<file path="src/rtl/instr_encoder_pkg.sv">
// instr_encoder_pkg: shared RV32I field widths, format codes and encoder state encoding.
package instr_encoder_pkg;
  localparam int OPCODE_SIZE = 7;
  localparam int REG_BITS = 5;
  localparam int FUNC3_BITS = 3;
  localparam int FUNC7_BITS = 7;
  localparam int NO_IMM = 0;
  localparam int FORMAT_I = 1;
  localparam int FORMAT_S = 2;
  localparam int FORMAT_B = 3;
  localparam int FORMAT_U = 4;
  localparam int FORMAT_J = 5;
  typedef enum logic [1:0] {ENC_IDLE, ENC_STREAM, ENC_DRAIN, ENC_FULL} enc_state_t;
endpackage

</file>
<file path="src/rtl/instr_pack.sv">
// instr_pack: packs RV32I fields into a 32-bit word; err flags unrepresentable immediates when IMM_RANGE_CHECK_EN is defined.
module instr_pack
  import instr_encoder_pkg::*;
#(
  parameter int FMT_BITS = 3
) (
  input  logic [FMT_BITS-1:0]    fmt,
  input  logic [OPCODE_SIZE-1:0] opcode,
  input  logic [REG_BITS-1:0]    rd,
  input  logic [REG_BITS-1:0]    rs1,
  input  logic [REG_BITS-1:0]    rs2,
  input  logic [FUNC3_BITS-1:0]  funct3,
  input  logic [FUNC7_BITS-1:0]  funct7,
  input  logic [31:0]            imm,
  output logic [31:0]            word,
  output logic                   err
);
  always_comb begin
    case (fmt)
      FMT_BITS'(FORMAT_I): word = {imm[11:0], rs1, funct3, rd, opcode};
      FMT_BITS'(FORMAT_S): word = {imm[11:5], rs2, rs1, funct3, imm[4:0], opcode};
      FMT_BITS'(FORMAT_B): word = {imm[12], imm[10:5], rs2, rs1, funct3, imm[4:1], imm[11], opcode};
      FMT_BITS'(FORMAT_U): word = {imm[31:12], rd, opcode};
      FMT_BITS'(FORMAT_J): word = {imm[20], imm[10:1], imm[11], imm[19:12], rd, opcode};
      default:             word = {funct7, rs2, rs1, funct3, rd, opcode};
    endcase
  end
`ifdef IMM_RANGE_CHECK_EN
  logic s12, s13, s21;
  assign s12 = imm[31:11] == {21{imm[11]}};
  assign s13 = imm[31:12] == {20{imm[12]}} && !imm[0];
  assign s21 = imm[31:20] == {12{imm[20]}} && !imm[0];
  always_comb
    err = (fmt == FMT_BITS'(FORMAT_I) || fmt == FMT_BITS'(FORMAT_S)) ? !s12 :
          fmt == FMT_BITS'(FORMAT_B) ? !s13 :
          fmt == FMT_BITS'(FORMAT_J) ? !s21 :
          fmt == FMT_BITS'(FORMAT_U) ? |imm[11:0] : 1'b0;
`else
  assign err = 1'b0;
`endif
endmodule

</file>
<file path="src/rtl/instr_encoder.sv">
// instr_encoder: streams packed RV32I words to instruction memory; IMM_RANGE_CHECK_EN drops out-of-range immediates and sets imm_err.
module instr_encoder
  import instr_encoder_pkg::*;
#(
  parameter int ADDR_BITS = 12,
  parameter int FMT_BITS  = 3
) (
  input  logic                   clk,
  input  logic                   rst,
  input  logic                   start,
  input  logic [ADDR_BITS-1:0]   base_addr,
  input  logic                   finish,
  input  logic                   in_valid,
  output logic                   in_ready,
  input  logic [FMT_BITS-1:0]    in_fmt,
  input  logic [OPCODE_SIZE-1:0] in_opcode,
  input  logic [REG_BITS-1:0]    in_rd,
  input  logic [REG_BITS-1:0]    in_rs1,
  input  logic [REG_BITS-1:0]    in_rs2,
  input  logic [FUNC3_BITS-1:0]  in_funct3,
  input  logic [FUNC7_BITS-1:0]  in_funct7,
  input  logic [31:0]            in_imm,
  output logic                   wr_valid,
  input  logic                   wr_ready,
  output logic [ADDR_BITS-1:0]   wr_addr,
  output logic [31:0]            wr_data,
  output logic [ADDR_BITS-2:0]   count,
  output logic                   busy,
  output logic                   full,
  output logic                   imm_err
);
  enc_state_t state, state_nxt;
  logic [ADDR_BITS-1:0] addr_cnt;
  logic [31:0] word;
  logic err, accept, take, last;
  instr_pack #(.FMT_BITS(FMT_BITS)) u_pack (
    .fmt(in_fmt), .opcode(in_opcode), .rd(in_rd), .rs1(in_rs1), .rs2(in_rs2),
    .funct3(in_funct3), .funct7(in_funct7), .imm(in_imm), .word(word), .err(err)
  );
  assign in_ready = state == ENC_STREAM && !(wr_valid && !wr_ready);
  assign accept = in_valid && in_ready;
  assign take = accept && !err;
  assign last = addr_cnt == {{(ADDR_BITS-2){1'b1}}, 2'b00};
  assign full = state == ENC_FULL;
  assign busy = state != ENC_IDLE || wr_valid;
  always_comb begin
    state_nxt = state;
    if (start) state_nxt = ENC_STREAM;
    else if (state == ENC_STREAM) state_nxt = (take && last) ? ENC_FULL : finish ? ENC_DRAIN : ENC_STREAM;
    else if (state == ENC_DRAIN && !wr_valid) state_nxt = ENC_IDLE;
  end
  always_ff @(posedge clk) begin
    if (rst) begin
      state    <= ENC_IDLE;
      wr_valid <= 1'b0;
      wr_addr  <= '0;
      wr_data  <= '0;
      addr_cnt <= '0;
      count    <= '0;
      imm_err  <= 1'b0;
    end else begin
      state <= state_nxt;
      if (take) begin
        wr_valid <= 1'b1;
        wr_addr  <= addr_cnt;
        wr_data  <= word;
      end else if (wr_ready) wr_valid <= 1'b0;
      if (start) begin
        addr_cnt <= base_addr & ~ADDR_BITS'(3);
        count    <= '0;
        imm_err  <= 1'b0;
      end else begin
        // the top address is terminal: hold the counter rather than wrap
        if (take) begin
          addr_cnt <= last ? addr_cnt : addr_cnt + ADDR_BITS'(4);
          count    <= count + 1'b1;
        end
        if (accept && err) imm_err <= 1'b1;
      end
    end
  end
endmodule

</file>
<file path="config.mk">
export PLATFORM = sky130hd
export DESIGN_NAME = instr_encoder
export DESIGN_NICKNAME = d
export VERILOG_FILES = /design/src/rtl/instr_encoder_pkg.sv /design/src/rtl/instr_pack.sv /design/src/rtl/instr_encoder.sv
export SDC_FILE = /design/constraint.sdc
export NUM_CORES = 1
export LEC_CHECK = 0
export CAP_MARGIN = 20
export CORE_MARGIN = 4
export CORE_UTILIZATION = 48
export CTS_BUF_LIST = sky130_fd_sc_hd__clkbuf_4
export CTS_CLUSTER_SIZE = 8
export DETAILED_ROUTE_END_ITERATION = 8
export GPL_TIMING_DRIVEN = 0
export PLACE_DENSITY = 0.88
export SETUP_SLACK_MARGIN = 0.5
export SYNTH_ARGS = -nofsm -noshare
export SYNTH_HDL_FRONTEND = slang
export SYNTH_HIERARCHICAL = 1
export SYNTH_SLANG_ARGS = --single-unit
</file>
<file path="constraint.sdc">
create_clock -name clk -period 3.2 [get_ports clk]
set_input_delay 0.64 -clock clk [delete_from_list [all_inputs] [get_ports clk]]
set_output_delay 0.64 -clock clk [all_outputs]
set_load 0.02 [all_outputs]
</file>
==> flow_summary.yaml, run 1 <==
floorplan:
  coreArea_um2: 6940
  top_level_ports: 145
  die-height_um: 93.7
  num_rows: 30
  fp.dieW_um: 93.7
  initial_utilization: 0.508
  die-area_um2: 8780
route:
  drc: 0
  antenna_left: 0
  drt_first_pass_iters: 5
  routed_via_density: 5.44
  routed-via-count: 3731
  wirelength_um: 10800
  detailedRoute.firstIterationViolations: 213
  routed_wire_length_per_instance_um: 15.7
timing:
  fmax_mhz: 423
  timing.final.hold_violations: 0
  finalWorstPathRequiredPeriod_ns: 2.37
  hold-worst-slack_ns: 0.460
  setup_viol: 0
  setup_tns_ns: 0
  post-route-period-util: 0.740
  tightestPinTransition_ns: 0.575
  slew_viol_final: 0
  slew_headroom: 0.613
  rsz0062_at_grt: "no"
  fin_worst_skew_ns: 0.0144
critical_path:
  critical_path_peak_fanout: 6
  cp.required_ns: 2.56
  crit_path_max_delay_family: "buffers and inverters"
  worst-path-buf-inv: 1
  critical_path.endpoint_type: "output pin"
  worst-endpoint-arrival_ns: 1.73
  worst-r2r-cell-count: 5
  path_class: "reg -> out"
  timing.critical_path.slowest_stage_cell: "clkdlybuf4s50_1"
  worstSetupPathDepth: 2
  type_of_element_launching_the_critical_path: "flop"
  critical_path.cell_chain: "or3_1 > clkdlybuf4s50_1"
  cpPeakStageDelay_ns: 0.55
  timing.reg2reg.setup_slack_ns: 1.33
clock_network:
  cts-buffers-inserted: 9
  cts_hold_buf: 0
  clockBufferDepth: 2
  cts.clk_slew.worst_paths_ns: 0.12
  cts_num_sinks: 67
  cts_tree: "yes"
  skew_pair_late_insertion_delay_ns: 0.42
  htreeDepth: 3
  cts_root_buffer_type: "clkbuf_4"
final_layout:
  n_antenna_cell: 0
  final_net_count: 672
  seqCellArea_um2: 1340
  layout.cell_area.non_filler_um2: 5090
  multiInputGateArea_um2: 1950
  final.fill_count: 533
  drive_gt1_frac: 0.125
  final_core_utilization: 0.734
  syn_to_final_growth_pct: 44.6
global_routing:
  via_count_of_the_first_global_routing_pass: 3664
  global_route.usage.total: 0.245
  grt_first_pass_wirelength_um: 17200
  grt_overflow: 0
  pin_count_of_the_biggest_net_entering_global_routing: 14
  grt_antenna_before_repair: 0
synthesis:
  yosys_warnings: 6
  postSynthRegisterBits: 67
  yosysUniqueCellTypes: 53
  instance_count_of_the_mapped_netlist: 441
  syn-mean-instance-area_um2: 7.99
  synth_edf_count: 0
  synthArstFlopShare: 0
  synth_area_um2: 3520
  prevailing_post_synth_register_cell: "dfxtp_1"
  ys_seq_area_frac: 0.381
run_status:
  run_status: "finished clean"
power_and_ir_drop:
  largest_voltage_drop_on_the_vdd_net_v: 0.000208
  static-leakage-power_nw: 1.79
  total_power_density_per_cell_area_nw_per_um2: 334
place:
  final_weighted_congestion_in_routability_driven_placement: 0.820
  port_buffers: 132
  dpl.hpwl_um: 8300
  placedInstanceArea_um2: 4970
worst_hold_path:
  min_delay_path_depth: 2
  min_path_type: "reg -> reg"
run:
  drv.max_cap_violation_count: 0
-- cell type report --
cell class,count,area share
multi-input cells,329,0.382
clock buffers,9,0.0133
clock inverters,7,0.0103
flip-flops and latches,67,0.263
inverters,8,0.00589
well taps,96,0.0236
plain buffers,38,0.0415
repair buffers,132,0.260
-- sequential cells by signal, summed over array words and instances (netlist names) --
signal / flops
addr_cnt: 10
count: 11
imm_err: 1
state: 2
wr_addr: 10
wr_data: 32
wr_valid: 1
-- kinds of logic (layout without fill, tap and decap cells) --
| logic type | count (synthesis) | after routing | share of synthesized area |
|---|---|---|---|
| xor gates and xnor gates | 1 | 1 | 0.00249 |
| and+or+nand+nor | 185 | 185 | 0.253 |
| DFF | 67 | 67 | 0.381 |
| adders and majority gates | 2 | 2 | 0.00710 |
| AOI/OAI and AO/OA | 103 | 103 | 0.178 |
| muxes | 35 | 35 | 0.108 |
| other | 2 | 3 | 0.00213 |
| buffers and inverters | 46 | 194 | 0.0685 |
-- final timing paths --
| kind | startpoint | end |
|---|---|---|
| worst min-delay path | wr_data[3] | wr_data[3] |
| worst max register to register | addr_cnt[2] | addr_cnt[8] |
| worst max-delay path | state[0] | busy |
| worst min register to register | wr_data[3] | wr_data[3] |
-- placed cells by master, fill, tap and decap left out, drive strengths merged, types with 2 or more instances in the layout --
cell type,instances
clkdlybuf4s50,131
nand2,109
dfxtp,67
a21oi,53
mux2,24
buf,24
clkbuf,23
nor2,17
o21ai,15
mux2i,11
inv,10
nand3,8
or3,7
o31ai,7
nand4,7
a311oi,6
or4,6
nand2b,6
a22oi,5
nor4,4
nor3,4
a31oi,4
clkinv,4
and4,3
conb,3
and2b,3
a211oi,3
and2,2
o22ai,2
nand3b,2
ha,2
nor2b,2
or2,2
-- metrics by stage --
stage               power, mW  std cells  setup slack [ns]
floorplan                1.06        442              1.44
global placement         1.21        670             0.576
detailed placement       1.22        670             0.538
CTS                      1.70        686             0.521
global route             1.78        686             0.761
finish                   1.70        686             0.833
-- metal layers --
layer | part of all wire | vias up | track usage | wire, um
met5 | 0 | - | 0 | 0
met1 | 0.41 | 1726 | 0.309 | 4430
met2 | 0.49 | 160 | 0.416 | 5300
li1 | - | 1833 | - | -
met3 | 0.085 | 12 | 0.0569 | 919
met4 | 0.013 | 0 | 0.0686 | 136
-- Yosys cell counts, types with 5 or more instances --
cell | instances | area, um2
nand2_1 | 109 | 409
dfxtp_1 | 67 | 1340
a21oi_1 | 53 | 265
mux2_2 | 24 | 270
nor2_1 | 17 | 63.8
o21ai_0 | 15 | 75.1
clkbuf_1 | 13 | 48.8
buf_4 | 11 | 82.6
mux2i_1 | 11 | 110
buf_2 | 9 | 45.0
inv_1 | 8 | 30.0
nand3_1 | 8 | 40.0
o31ai_1 | 7 | 52.6
or3_1 | 7 | 43.8
a311oi_1 | 6 | 52.6
or4_1 | 6 | 45.0
nand2b_1 | 5 | 31.3
nand4_1 | 5 | 31.3
-- timing repair --
item	in CTS	in global routing
gates resized for setup	0	2
setup buffers	0	0
setup endpoints to repair	0	1
-- report_power, final --
group          switching, mW  total (mW)  internal [mW]
sequential            0.0180       0.873          0.855
combinational          0.148       0.332          0.184
clock                  0.331       0.495          0.165
total                  0.497        1.70           1.20
-- worst reg2reg max path, cell delays in order (launching register included) --
cell,delay (ns)
dfxtp_1,0.42
ha_1,0.28
and4_1,0.26
nand4_1,0.22
or4_1,0.46
a31oi_1,0.18
Note: power is estimated with default switching activity, not from simulation.
==> inputs of run 2 (changes only) <==
Settings changed: CORE_UTILIZATION 48 to 40, PLACE_DENSITY 0.88 to 0.78.
Clock period 3.2 ns to 2.1 ns, I/O delays scaled along.
==> run 2 against run 1 <==
Against the previous run:
- clock skew rose by 0.0022 ns
- routed wire length is 1.8% higher
- sequential share of layout area shrank 0.71 points
- worst hold slack got worse by 0.20 ns
- global-route usage down 3.4 points
- cell count is 2.9% higher
- setup slack got worse by 0.46 ns
- critical path type unchanged
- largest cell class unchanged
- largest power group unchanged
==> flow_summary.yaml, run 2 (synthesis gave the netlist of run 1 again) <==
run_status:
  run_status: "finished clean"
global_routing:
  grt_use_met1: 0.268
  gr-usage-met3: 0.0457
  pin_count_of_the_biggest_net_entering_global_routing: 11
  met2_usage_grt: 0.361
  grt_antenna_before_repair: 0
  grt_overflow: 0
  global_route.usage.total: 0.210
  busiest_layer: "met2"
  grt_first_pass_wirelength_um: 17500
  via_count_of_the_first_global_routing_pass: 3666
timing:
  slew_viol_final: 0
  hold-worst-slack_ns: 0.261
  fin_worst_skew_ns: 0.0167
  rsz0062_at_grt: "yes"
  timing.final.hold_violations: 0
  slew_headroom: 0.604
  post-route-period-util: 0.821
  setup_viol: 0
  fmax_mhz: 580
  tightestPinTransition_ns: 0.595
  finalWorstPathRequiredPeriod_ns: 1.72
critical_path:
  worst-path-buf-inv: 1
  critical_path.cell_chain: "or3_4 > buf_6"
  r2r-end: "addr_cnt[10]"
  cpPeakStageDelay_ns: 0.39
  cp.required_ns: 1.68
  critical_path.reg2reg.startpoint: "addr_cnt[2]"
  critical_path.endpoint_type: "output pin"
  timing.reg2reg.setup_slack_ns: 0.40
  timing.critical_path.slowest_stage_cell: "or3_4"
  crit_path_max_delay_family: "simple AND/OR/NAND/NOR gates"
  path_class: "reg -> out"
  type_of_element_launching_the_critical_path: "flop"
  worst-endpoint-arrival_ns: 1.30
  worst-r2r-cell-count: 5
  critical_path_peak_fanout: 4
worst_hold_path:
  holdCritStartpoint: "in_opcode[4]"
  min_path_type: "in -> reg"
  whs_endpoint: "wr_data[4]"
  min_delay_path_depth: 3
final_layout:
  drive_gt1_frac: 0.233
  layout.cells.non_filler: 706
  syn_to_final_growth_pct: 51.6
  largest_register: "wr_data"
  final_core_utilization: 0.638
  final_net_count: 684
  leading_cell_types_in_the_layout_fill_and_taps_excluded: "109 x nand2_1, 70 x clkdlybuf4s50_1, 55 x dfxtp_1"
  layout_top_registers: "wr_data (32), count (11)"
  n_antenna_cell: 0
  final_common_cell: "nand2_1"
  largest_register_ff_count: 32
power_and_ir_drop:
  largest_voltage_drop_on_the_vdd_net_v: 0.000222
  total_power_density_per_cell_area_nw_per_um2: 495
  static-leakage-power_nw: 2.16
  post-layout-total-power_mw: 2.65
place:
  final_weighted_congestion_in_routability_driven_placement: 0.813
  placed_cells_incl_taps: 679
  port_buffers: 132
  dpl.hpwl_um: 8240
floorplan:
  initial_utilization: 0.421
  die-height_um: 102
  die-area_um2: 10400
  fp.dieW_um: 102
  coreArea_um2: 8380
  num_rows: 33
  top_level_ports: 145
route:
  drc: 0
  routed_via_density: 5.22
  antenna_left: 0
  drt_first_pass_iters: 5
  wirelength_um: 11000
  routed-via-count: 3682
  routed_wire_length_per_instance_um: 15.6
  detailedRoute.firstIterationViolations: 135
clock_network:
  cts_num_sinks: 67
  clockBufferDepth: 2
  htreeDepth: 3
  cts.clk_slew.worst_paths_ns: 0.11
  cts_tree: "yes"
  skew_pair_late_insertion_delay_ns: 0.40
  cts-buffers-inserted: 9
  cts_root_buffer_type: "clkbuf_4"
run:
  drv.max_cap_violation_count: 0
## run 2: cell types whose count changed in the layout (fill, tap and decap cells not counted), moves of 4 or more
cell             before  now
clkdlybuf4s15_2       0    5
clkbuf_4              9   15
or4_1                 6    2
clkdlybuf4s50_1     131   70
buf_2                 9    2
dlygate4sd2_1         0   46
buf_4                11   28
dfxtp_2               0    7
dfxtp_4               0    5
dfxtp_1              67   55
clkbuf_2              1   11
or4_4                 0    4
clkbuf_1             13    7
## run 2: layout make-up
| class | instances | area, um2 |
|---|---|---|
| fill | 744 | 3040 |
| multi-input combinational | 329 | 2090 |
| sequential | 67 | 1370 |
| timing repair buffer | 144 | 1350 |
| buffer | 38 | 248 |
| tap | 105 | 131 |
| clock buffer | 11 | 82.6 |
| clock inverter | 4 | 42.5 |
| inverter | 8 | 30.0 |
## run 2: where the power goes
group	total [mW]	switching (mW)	leakage [nW]	internal [mW]
Combinational	0.516	0.232	1.54	0.284
Clock	0.802	0.427	0.0718	0.375
Sequential	1.33	0.0290	0.550	1.30
Total	2.65	0.688	2.16	1.96
## run 2: timing repair
| item | in CTS | in global routing |
|---|---|---|
| hold buffers | 0 | 0 |
| setup endpoints to repair | 115 | 73 |
| setup buffers | 2 | 10 |
| resized for setup | 107 | 60 |
| pin swaps | 3 | 12 |
## run 2: worst max-delay path by stage
stage,slack [ns],endpoint,depth (start not counted),start
floorplan,0.53,addr_cnt[10],5,addr_cnt[2]
global placement,-0.17,wr_data[20],7,in_valid
detailed placement,-0.24,wr_addr[8],7,in_valid
CTS,0.26,in_ready,3,state[1]
global route,0.33,busy,2,wr_valid
finish,0.38,busy,2,wr_valid
## run 2: metal layers
metal | share of wire | up-vias | wire, um
met4 | 0.0081 | 0 | 89
met5 | 0 | - | 0
met3 | 0.068 | 8 | 745
li1 | - | 1865 | -
met1 | 0.42 | 1694 | 4640
met2 | 0.50 | 115 | 5510
## run 2: worst min-delay path, stage by stage
cell and delay [ns]:
buf_4 0.11, nand2_1 0.05, a21oi_1 0.05
## run 2: through the flow
| stage | cell area [um2] | setup WS [ns] | TNS, ns |
|---|---|---|---|
| floorplan | 3530 | 0.527 | 0 |
| global placement | 4980 | -0.165 | -3.27 |
| detailed placement | 4980 | -0.239 | -4.97 |
| CTS | 5140 | 0.258 | 0 |
| global route | 5340 | 0.330 | 0 |
| finish | 5340 | 0.377 | 0 |
